## src/rtl/key_debounce_pkg.sv

```systemverilog
// key_debounce_pkg: shared types and constants for the key conditioner.
// Holds the per-channel state encoding, the counter-width helper and
// default 50 MHz timing constants.
package key_debounce_pkg;

   // HELD and RELEASE_WAIT share bit 1, so bit 1 is the debounced level.
   typedef enum logic [1:0] {
      IDLE         = 2'd0,
      PRESS_WAIT   = 2'd1,
      HELD         = 2'd2,
      RELEASE_WAIT = 2'd3
   } key_state_t;

   localparam int DB_10MS_50M    = 500000;    // 10 ms at 50 MHz
   localparam int REPEAT_0S5_50M = 25000000;  // 0.5 s at 50 MHz
   localparam int REPEAT_0S1_50M = 5000000;   // 0.1 s at 50 MHz

   // Width that holds the largest of the three timing values.
   function automatic int cnt_width(input int a, input int b, input int c);
      int m;
      m = a;
      if (b > m) m = b;
      if (c > m) m = c;
      return $clog2(m + 1);
   endfunction

endpackage

```

## src/rtl/key_debounce_ch.sv

```systemverilog
// key_debounce_ch: one key channel - 2-FF synchroniser, stability counter,
// 4-state debounce FSM and registered press/release strobes.
// Ports: clk_50m, rst_i (async, active-high), key_i (raw pin),
//        level_o (1 = pressed), press_o / release_o (1-cycle strobes).
// Optional auto-repeat on press_o: define KEY_DEBOUNCE_AUTOREPEAT_EN.
module key_debounce_ch
   import key_debounce_pkg::*;
#(
   parameter int DB_CYCLES      = DB_10MS_50M,
   parameter bit KEY_ACTIVE_LOW = 1'b1,
`ifdef KEY_DEBOUNCE_AUTOREPEAT_EN
   parameter int REPEAT_DELAY   = REPEAT_0S5_50M,
   parameter int REPEAT_PERIOD  = REPEAT_0S1_50M,
`endif
   parameter int CNT_W          = 25
) (
   input  logic clk_50m,
   input  logic rst_i,
   input  logic key_i,
   output logic level_o,
   output logic press_o,
   output logic release_o
);

   localparam logic [CNT_W-1:0] DB_LAST = CNT_W'(DB_CYCLES - 1);
   localparam logic [CNT_W-1:0] CNT_ONE = CNT_W'(1);
   localparam logic [CNT_W-1:0] CNT_MAX = '1;

   logic [1:0]       sync_q;
   logic             pressed;
   key_state_t       state_q, state_d;
   logic [CNT_W-1:0] cnt_q, cnt_d, cnt_inc;
   logic             level_q, level_d;
   logic             press_q, press_d;
   logic             release_q, release_d;
   logic             rpt_fire;

   // Synchroniser idles at the released pin value so reset never looks like a press.
   always_ff @(posedge clk_50m or posedge rst_i) begin
      if (rst_i) sync_q <= {2{KEY_ACTIVE_LOW}};
      else       sync_q <= {sync_q[0], key_i};
   end

   assign pressed = sync_q[1] ^ KEY_ACTIVE_LOW;
   assign cnt_inc = (cnt_q == CNT_MAX) ? cnt_q : cnt_q + CNT_ONE;

   // State register, counter and registered outputs.
   always_ff @(posedge clk_50m or posedge rst_i) begin
      if (rst_i) begin
         state_q   <= IDLE;
         cnt_q     <= '0;
         level_q   <= 1'b0;
         press_q   <= 1'b0;
         release_q <= 1'b0;
      end else begin
         state_q   <= state_d;
         cnt_q     <= cnt_d;
         level_q   <= level_d;
         press_q   <= press_d;
         release_q <= release_d;
      end
   end

   // Next state: any disagreeing sample restarts the stability count.
   always_comb begin
      state_d = state_q;
      cnt_d   = cnt_q;
      case (state_q)
         IDLE: begin
            if (pressed) begin
               state_d = PRESS_WAIT;
               cnt_d   = CNT_ONE;
            end
         end
         PRESS_WAIT: begin
            if (!pressed) begin
               state_d = IDLE;
               cnt_d   = '0;
            end else if (cnt_q == DB_LAST) begin
               state_d = HELD;
               cnt_d   = '0;
            end else begin
               cnt_d   = cnt_inc;
            end
         end
         HELD: begin
            if (!pressed) begin
               state_d = RELEASE_WAIT;
               cnt_d   = CNT_ONE;
            end
         end
         RELEASE_WAIT: begin
            if (pressed) begin
               state_d = HELD;
               cnt_d   = '0;
            end else if (cnt_q == DB_LAST) begin
               state_d = IDLE;
               cnt_d   = '0;
            end else begin
               cnt_d   = cnt_inc;
            end
         end
         default: begin
            state_d = IDLE;
            cnt_d   = '0;
         end
      endcase
   end

   // Outputs are computed from the transition and registered, so the strobe
   // lands in the same cycle as the level change.
   always_comb begin
      level_d   = (state_d == HELD) || (state_d == RELEASE_WAIT);
      press_d   = ((state_q == PRESS_WAIT) && (state_d == HELD)) || rpt_fire;
      release_d = (state_q == RELEASE_WAIT) && (state_d == IDLE);
   end

`ifdef KEY_DEBOUNCE_AUTOREPEAT_EN
   localparam logic [CNT_W-1:0] RPT_FIRST = CNT_W'(REPEAT_DELAY);
   localparam logic [CNT_W-1:0] RPT_NEXT  = CNT_W'(REPEAT_PERIOD);

   logic [CNT_W-1:0] hold_q, hold_d, hold_inc;
   logic             rpt_q, rpt_d;

   assign hold_inc = hold_q + CNT_ONE;

   // Hold counter only advances on cycles that stay in HELD; release-wait
   // freezes it and a full release clears it.
   always_comb begin
      hold_d   = hold_q;
      rpt_d    = rpt_q;
      rpt_fire = 1'b0;
      if (state_d == IDLE) begin
         hold_d = '0;
         rpt_d  = 1'b0;
      end else if ((state_q == HELD) && (state_d == HELD)) begin
         if (hold_inc == (rpt_q ? RPT_NEXT : RPT_FIRST)) begin
            rpt_fire = 1'b1;
            hold_d   = '0;
            rpt_d    = 1'b1;
         end else begin
            hold_d   = hold_inc;
         end
      end
   end

   always_ff @(posedge clk_50m or posedge rst_i) begin
      if (rst_i) begin
         hold_q <= '0;
         rpt_q  <= 1'b0;
      end else begin
         hold_q <= hold_d;
         rpt_q  <= rpt_d;
      end
   end
`else
   assign rpt_fire = 1'b0;
`endif

   assign level_o   = level_q;
   assign press_o   = press_q;
   assign release_o = release_q;

endmodule

```

## src/rtl/key_debounce.sv

```systemverilog
// key_debounce: N_KEYS independent push-button conditioners.
// Ports: clk_50m, rst_i (async, active-high), key_i[N_KEYS] raw pins,
//        btn_level_o / btn_press_o / btn_release_o per key, any_press_o.
// Optional auto-repeat press strobes: define KEY_DEBOUNCE_AUTOREPEAT_EN.
module key_debounce
   import key_debounce_pkg::*;
#(
   parameter int N_KEYS         = 4,
   parameter int DB_CYCLES      = DB_10MS_50M,
   parameter bit KEY_ACTIVE_LOW = 1'b1,
   parameter int REPEAT_DELAY   = REPEAT_0S5_50M,
   parameter int REPEAT_PERIOD  = REPEAT_0S1_50M
) (
   input  logic              clk_50m,
   input  logic              rst_i,
   input  logic [N_KEYS-1:0] key_i,
   output logic [N_KEYS-1:0] btn_level_o,
   output logic [N_KEYS-1:0] btn_press_o,
   output logic [N_KEYS-1:0] btn_release_o,
   output logic              any_press_o
);

   localparam int CNT_W = cnt_width(DB_CYCLES, REPEAT_DELAY, REPEAT_PERIOD);

   for (genvar g = 0; g < N_KEYS; g++) begin : g_ch
      key_debounce_ch #(
         .DB_CYCLES      (DB_CYCLES),
         .KEY_ACTIVE_LOW (KEY_ACTIVE_LOW),
`ifdef KEY_DEBOUNCE_AUTOREPEAT_EN
         .REPEAT_DELAY   (REPEAT_DELAY),
         .REPEAT_PERIOD  (REPEAT_PERIOD),
`endif
         .CNT_W          (CNT_W)
      ) u_ch (
         .clk_50m   (clk_50m),
         .rst_i     (rst_i),
         .key_i     (key_i[g]),
         .level_o   (btn_level_o[g]),
         .press_o   (btn_press_o[g]),
         .release_o (btn_release_o[g])
      );
   end

   assign any_press_o = |btn_press_o;

endmodule

```

## config.mk

```make
export PLATFORM = sky130hd
export DESIGN_NAME = key_debounce
export DESIGN_NICKNAME = d
export VERILOG_FILES = /design/src/rtl/key_debounce_pkg.sv /design/src/rtl/key_debounce_ch.sv /design/src/rtl/key_debounce.sv
export SDC_FILE = /design/constraint.sdc
export NUM_CORES = 1
export LEC_CHECK = 0
export ABC_AREA = 1
export CAP_MARGIN = 20
export CORE_MARGIN = 4
export CORE_UTILIZATION = 30
export CTS_BUF_LIST = sky130_fd_sc_hd__clkbuf_4 sky130_fd_sc_hd__clkbuf_8
export CTS_CLUSTER_SIZE = 12
export DETAILED_ROUTE_END_ITERATION = 8
export GPL_ROUTABILITY_DRIVEN = 0
export PLACE_DENSITY_LB_ADDON = 0.3
export SLEW_MARGIN = 20
export SYNTH_ARGS = -nofsm -noshare
export SYNTH_HDL_FRONTEND = slang
export SYNTH_SLANG_ARGS = --single-unit
```

## constraint.sdc

```tcl
create_clock -name clk_50m -period 6 [get_ports clk_50m]
set_input_delay 1.2 -clock clk_50m [delete_from_list [all_inputs] [get_ports clk_50m]]
set_output_delay 1.2 -clock clk_50m [all_outputs]
set_load 0.03 [all_outputs]
```

==> impl_summary.md, run 1 <==
Yosys
Synthesis instantiated 39 different standard cells from the library. The mean instance size in the synthesized netlist is ~6.6 sq um. The sequential element share of the synthesized area is 37.5%. The mapped netlist covers 8580 sq um. For this run, the leading register cell type out of synthesis is dfrtp_1. Synthesis produced a netlist whose cell count is 1301. Synthesis produced a netlist with a net count of 1311. During synthesis, Yosys emitted a total of 0 warnings.

The synthesized design contains 128 register bits. The synthesized design contains 0 enable-type register cells. For this run, asynchronously set or reset flops after synthesis account for 100%.

Timing
Setup violations remaining at the end of the flow were counted as 0. The final critical path takes up 53.1% of the cycle. Setup slack closes at 2.81 ns. Derived from the worst setup path, the maximum achievable clock frequency is 0.314 GHz. The post-route setup TNS is 0 ns. Counting I/O delays and the setup requirement, the final critical path takes around 3.2 ns.

The normalized max-slew margin is between 40% and 50%. Between clock sinks in the finished design, the worst skew comes to 0.0149 ns. The total count of max-transition violations in the final report came to 0. The final count of hold timing violations is 0. Setup repair after global routing left no endpoint under its margin.

The transition at the pin with the smallest max-transition slack is ~0.86 ns.

Critical path
The largest individual stage delay along the critical path comes from the cell clkdlybuf4s50_1. The element type at the critical path end is an output port. Data on the critical path is required at its endpoint by 4.80 ns. On the worst path, the slowest cell contributes a delay of 0.62 ns. The critical path goes through or4_1 -> clkdlybuf4s50_1. The critical path is of the reg -> out type. The worst path arrival time is around 2.0 ns. The maximum fanout along the worst path is 2. The worst setup path is launched from a flip-flop.

CTS
The number of buffers added to fix hold violations after cts is 0. The number of levels in the clock H-tree is 4. The clock buffer count from CTS is 17. The count of instances resized after the clock tree is built is 0. The clock latency at the later pin of the worst-skew pair is 0.46 ns. The root buffer selected by CTS is clkbuf_8. Buffers added to address setup during post-CTS repair amount to 0.

The clock passes through at most 2 buffers. CTS saw 128 sinks. TritonCTS built the clock tree.

The clock-pin slew on the worst setup and hold paths is approximately 0.090 ns.

Flow run
Max-cap violations in this run came to 0.

Floorplan
Row generation in the floorplan step produced 61 rows. The initial utilization of the core area, before any placement, comes to between 30% and 40%. The width of the die is about 180 um.

The area of the die is 31400 sq um. The overall die height is 177 um. After floorplanning, the core was sized to cover 28000 sq um. 19 I/O pins were placed.

Routing
The count of nets left with antenna violations once routing finished came out at 0. The total detailed-routing wirelength is 22.1 mm. Summing over every cut layer, the via total after detailed routing is 8154.

After detailed routing, the number of vias per cell comes to 4.79. The final routed DRC violation total is 0. Before antenna repair, the detailed router went through 5 iterations. After the first detailed-routing iteration, the DRC count stood at 452. The routed length per instance is between 10 and 15 um.

Global routing
The via count of the first global-routing pass is 7741. The most used routing layer is met2. The met3 usage in global routing is 2.56%. The maximum number of pins on one net before global-route repair is 94.

The global-route wire length before repair is 38.0 mm. The total congestion overflow after global routing is 0. The global routing usage on met1 is 20.5%. The number of antenna violations at the first check in global routing is 0. Global routing consumed, on the met2 layer, 23.5% of the routing resources. Global routing consumed, over all layers together, 14.7% of the routing resources.

Cells and area
Of the cells placed in the final design, the portion with a size suffix greater than 1 is approximately 6.6%. In the layout the commonest cells are nand2_1 (343), nor2_1 (230), inv_1 (173). The most common library cell in the layout ignoring fill and taps is nand2_1. The net total in the final layout is 1321. After filler insertion, the fill cell instance count of the layout stands at 3100. The count of antenna diodes in the layout is 0. The post-route non-filler standard cell count is 1702.

The share of the core filled with cells is around 34%. The area growth from synthesis to layout is 10.5%.

Power
The power consumption is 1.86 mW. The reported leakage power is roughly 4.1 nW. The peak ir drop on the vdd network is 0.0000902 V. The ratio of total power to cell area is 196 nW/um^2.

Outcome
The flow ran to the end, and the final reports show no timing, DRC or antenna violations.

Place
The post-placement cell count is 1670. The detailed placement HPWL is 16.3 mm. The number of port buffers is 18.

OpenSTA, run right after detailed placement, puts the worst setup slack at just over 3 ns.

Worst hold path
The worst hold path class is reg -> reg.
## through the flow
stage          hold WS [ns]  area [sq um]
3_5_place_dp          0.348          9030
4_1_cts               0.361          9480
2_1_floorplan         0.345          8580
3_3_place_gp          0.347          9030
5_1_grt               0.364          9480
6_report              0.360          9480
## report_power, final
part / leakage (nW) / switching, mW / internal, mW / total, mW
Clock: 0.225 / 0.397 / 0.472 / 0.869
Sequential: 1.74 / 0.0176 / 0.876 / 0.894
Combinational: 2.18 / 0.0765 / 0.0234 / 0.100
## synthesized netlist by cell type (all sizes together), types with 3 or more instances
| library cell | number | share of area (%) |
|---|---|---|
| nand2 | 361 | 17 |
| nor2 | 246 | 12 |
| inv | 178 | 7.8 |
| nand3 | 169 | 10 |
| dfrtp | 120 | 35 |
| nand4 | 51 | 3.7 |
| nor3 | 47 | 2.7 |
| o21ai | 45 | 2.7 |
| buf | 24 | 2.3 |
| dfstp | 8 | 2.5 |
| o211ai | 7 | 0.61 |
| a21oi | 6 | 0.39 |
| clkinv | 6 | 0.26 |
| nor3b | 6 | 0.52 |
| xor2 | 5 | 0.51 |
| clkbuf | 4 | 0.17 |
| ha | 4 | 0.58 |
| o21bai | 4 | 0.35 |
| nor4 | 3 | 0.22 |
## cells by family after synthesis
kind of cell,share of synthesized area [%]
AND/OR/NAND/NOR,46.5
buffers and inverters,10.6
AO/OA/AOI/OAI,4.16
flip-flops,37.5
adder cells (fa/ha/maj),0.583
XOR/XNOR,0.715
## path summary, 6_finish.rpt
kind	startpoint	endpoint	slack, ns	depth (start not counted)
max in group asynchronous	rst_i	g_ch[0].u_ch.sync_q[1]$_DFF_PP1_	3.65	3
min reg2reg	g_ch[2].u_ch.sync_q[0]$_DFF_PP1_	g_ch[2].u_ch.sync_q[1]$_DFF_PP1_	0.36	0
min in group asynchronous	rst_i	g_ch[1].u_ch.cnt_q[9]$_DFFE_PP0P_	1.30	2
min	g_ch[2].u_ch.sync_q[0]$_DFF_PP1_	g_ch[2].u_ch.sync_q[1]$_DFF_PP1_	0.36	0
max	g_ch[1].u_ch.press_o$_DFF_PP0_	any_press_o	2.81	2
max reg2reg	g_ch[3].u_ch.sync_q[1]$_DFF_PP1_	g_ch[3].u_ch.cnt_q[24]$_DFFE_PP0P_	3.64	8
## flip-flops by register name, summed over array words and instances (netlist names)
name and count:
g_ch.u_ch.level_o 4, g_ch.u_ch.cnt_q 100, g_ch.u_ch.sync_q 8, g_ch.u_ch.state_q 8
g_ch.u_ch.release_o 4, g_ch.u_ch.press_o 4
## critical path: cells and delay by family, from the launching register on
kind / cells / cell delay (ns)
and+or+nand+nor: 1 / 0.53
DFF: 1 / 0.39
buffers and inverters: 1 / 0.62
## layer usage
metal / vias up / share of wire (%)
li1: 4174 / -
met1: 3816 / 50
met5: - / 0
met4: 0 / 1.4
met2: 137 / 45
met3: 27 / 3.7
## cell type report
type / instances / area [sq um] / share of cell area, %
multi-input combinational: 961 / 4460 / 47.0
sequential: 128 / 3210 / 33.9
inverter: 184 / 698 / 7.36
tap: 378 / 473 / 4.99
clock buffer: 18 / 248 / 2.61
clock inverter: 14 / 203 / 2.14
timing repair buffer: 19 / 188 / 1.98
(Power assumes the default switching activity.)
==> run 2, diff against run 1 <==
==> constraint.sdc (replaced) <==
create_clock -name clk_50m -period 2.9 [get_ports clk_50m]
set_input_delay 0.58 -clock clk_50m [delete_from_list [all_inputs] [get_ports clk_50m]]
set_output_delay 0.58 -clock clk_50m [all_outputs]
set_load 0.03 [all_outputs]
==> run 2 against run 1 <==
Effect of this change:
- cell area decreased by 0.53%
- via count decreased by 1.7%
- count of clock-buffer cells in the layout grew 4
- first-iteration DRC count up 36%
- combinational power grew 110%
- worst hold slack got worse by 0.0026 ns
- non-clock buffer count unchanged
- setup slack worse by 2.4 ns
- clock power grew 82%
- power is 95% higher
- critical path type unchanged
- largest cell class unchanged
- highest routed layer unchanged
==> impl_summary.md, run 2 (synthesis results as in run 1) <==
Global routing
The maximum number of pins on one net before global-route repair is 129. The via count of the first global-routing pass was 7579. The global-route wire length before repair is 37.3 mm.

The number of antenna violations at the first check in global routing came to 0. Summed over all layers, the global routing overflow is 0. In the global route stage, overall resource usage came out at 14.5%.

Power
The reported leakage power is around 4.1 nW. Power spread over the standard cell area amounts to 385 nW/um^2. Across the VDD grid, the largest voltage drop is 0.000232 V. After layout, the design draws a total of 3.63 mW.

Critical path
The worst setup path is of the reg -> out kind. The worst register-to-register path begins at g_ch[3].u_ch.sync_q[1]$_DFF_PP1_. At the worst endpoint, the arrival time is between 1.5 and 2 ns.

The slack of the worst reg-to-reg path is 0.63 ns. The element type at the critical path end is an output port. The required time at the endpoint of the critical path is 2.32 ns. Of all nets on the critical path, the largest fanout is 2. The number of cells traversed by the worst register-to-register path is 8. The cell family contributing the most delay on the critical path is buffers and inverters. The slowest stage of the critical path is the clkdlybuf4s50_1 cell. The type of origin of the critical path is a flip-flop.

The worst register-to-register path ends at g_ch[3].u_ch.cnt_q[24]$_DFFE_PP0P_. The number of buffers and inverters on the critical path is 1. The worst stage delay on the critical path is 0.62 ns. Traced cell by cell, the critical path runs through or4_1 -> clkdlybuf4s50_1.

Cells and area
g_ch.u_ch.cnt_q holds more flip-flops than any other register. The post-route netlist has 6.65% of its cells at a drive strength greater than 1. At the end of the flow, the number of nets in the layout was 1321.

The footprint of the multi-input gates is 4460 sq um. The sequential cell area is 3210 sq um. The area added between synthesis and finish is 9.92%. The flip-flop count of the largest register, all copies and words added is 100. In the layout the commonest cells are nand2_1 (343), nor2_1 (230), inv_1 (173). At the end of the flow the core is filled with cells to 33.7%. After filler insertion, the fill cell instance count of the layout stands at 3042. Leaving out fill and tap cells, the most frequent cell in the layout is nand2_1. The repair_antennas step left the layout with diodes totalling 0. The largest registers in the layout are g_ch.u_ch.cnt_q x100, g_ch.u_ch.state_q x8, g_ch.u_ch.sync_q x8.

Routing
The routed length per instance is 12.8 um. The detailed router placed 8018 vias in this run. The ratio of routed vias to standard cells is 4.71. For this block, the routed nets add up to 21.8 mm of wire.

The total iterations of the first detailed-routing run is 5. The first routing iteration left 613 violations. For this run, design rule violations remaining after detail routing come to 0.

The count of antenna-violating nets left after detailed routing is 0.

Outcome
The flow ran to the end, and the final reports show no timing, DRC or antenna violations.

CTS
The number of hold buffers added after CTS was 0. In this run, CTS created clock tree buffers numbering 17. The H-tree was split into 4 levels.

The TritonCTS clock tree is built. Buffers added to address setup during post-CTS repair amount to 0. The later pin in the worst-skew pair is clocked with a latency of between 0.4 and 0.5 ns.

Clock-pin slew was measured on the worst setup and hold paths at 0.09 ns. The maximum buffer depth of the clock tree is 2. The clock net in this run drives a total of 128 sinks. The cell sitting at the root of the clock tree is a clkbuf_8.

The count of instances resized after the clock tree is built is 0.

Timing
Setup violations remaining at the end of the flow were counted as 0. The maximum clock frequency is about 0.39 GHz. Setup repair after global routing left no endpoint under its margin. The share of the clock period used by the worst path is a little under 90%. The final count of hold timing violations is 0. For the final routed database, the setup TNS stands at 0 ns. The total count of max-transition violations in the final report is 0. For the pin with the worst max-slew slack, the measured transition is 0.712 ns. For the final database, setup skew stands at 0.0172 ns.

The clock period minus final worst setup slack is 2.54 ns. Headroom to the max-slew limit came out at between 50 and 60%.

Worst hold path
The worst hold path class is reg -> reg. The launch instance of the worst min-delay path is g_ch[3].u_ch.sync_q[0]$_DFF_PP1_. The worst hold path stage count is 0. The end point of the worst hold path is g_ch[3].u_ch.sync_q[1]$_DFF_PP1_.

Floorplan
The die is roughly 180 um wide. The I/O pin count is 19. The area of the die is 31400 sq um. The overall die height is 177 um. The starting density of the core is 30.6%. The region available for standard cell placement spans 28000 sq um.

After floorplanning, the core was divided into 61 placement rows.

Flow run
The number of max-cap violations is 0.

Place
The detailed placement HPWL is between 15 and 20 mm. Port buffering added 18 buffers.
==> run 2: cell types whose count changed in the layout (fill, tap and decap cells not counted), sizes merged <==
| cell | previous run | this run |
|---|---|---|
| clkinv | 10 | 12 |
| clkbuf | 18 | 22 |
| bufinv | 4 | 2 |
| inv | 183 | 179 |
==> run 2: report_power, final <==
part | internal, mW | switching (mW) | total (mW)
Clock | 0.824 | 0.752 | 1.58
Sequential | 1.81 | 0.0354 | 1.85
Combinational | 0.0499 | 0.156 | 0.206
Total | 2.69 | 0.943 | 3.63
==> run 2: layout make-up <==
type	instances	area share, %
clock buffer	22	2.95
multi-input combinational	961	47.3
timing repair buffer	19	2.12
sequential	128	34.1
tap	378	5.02
clock inverter	10	1.18
inverter	184	7.39
==> run 2: per-layer routing <==
metal	vias to the layer above	wire (um)	GRT usage, %
met2	167	9940	23.5
met3	27	721	2.46
li1	4174	-	-
met5	-	0	0
met4	0	347	4.00
met1	3650	10800	20.0
==> run 2: metrics by stage <==
stage          std cells  hold WS [ns]  instance area, sq um  worst slack (ns)
3_5_place_dp        1670         0.351                  9040             0.679
3_3_place_gp        1670         0.355                  9040             0.718
6_report            1702         0.357                  9430             0.364
5_1_grt             1702         0.356                  9430             0.266
2_1_floorplan       1301         0.345                  8580             0.745
4_1_cts             1702         0.362                  9430             0.336
==> run 2: worst max path at each step <==
stage / from / end / slack, ns / cells past startpoint
final: g_ch[1].u_ch.press_o$_DFF_PP0_ / any_press_o / 0.36 / 2
after global routing: g_ch[1].u_ch.press_o$_DFF_PP0_ / any_press_o / 0.27 / 2
after global placement: g_ch[3].u_ch.sync_q[1]$_DFF_PP1_ / g_ch[3].u_ch.cnt_q[24]$_DFFE_PP0P_ / 0.72 / 8
after floorplan: rst_i / g_ch[0].u_ch.cnt_q[0]$_DFFE_PP0P_ / 0.75 / 1
after CTS: g_ch[1].u_ch.press_o$_DFF_PP0_ / any_press_o / 0.34 / 2
after detailed placement: g_ch[3].u_ch.sync_q[1]$_DFF_PP1_ / g_ch[3].u_ch.cnt_q[24]$_DFFE_PP0P_ / 0.68 / 8
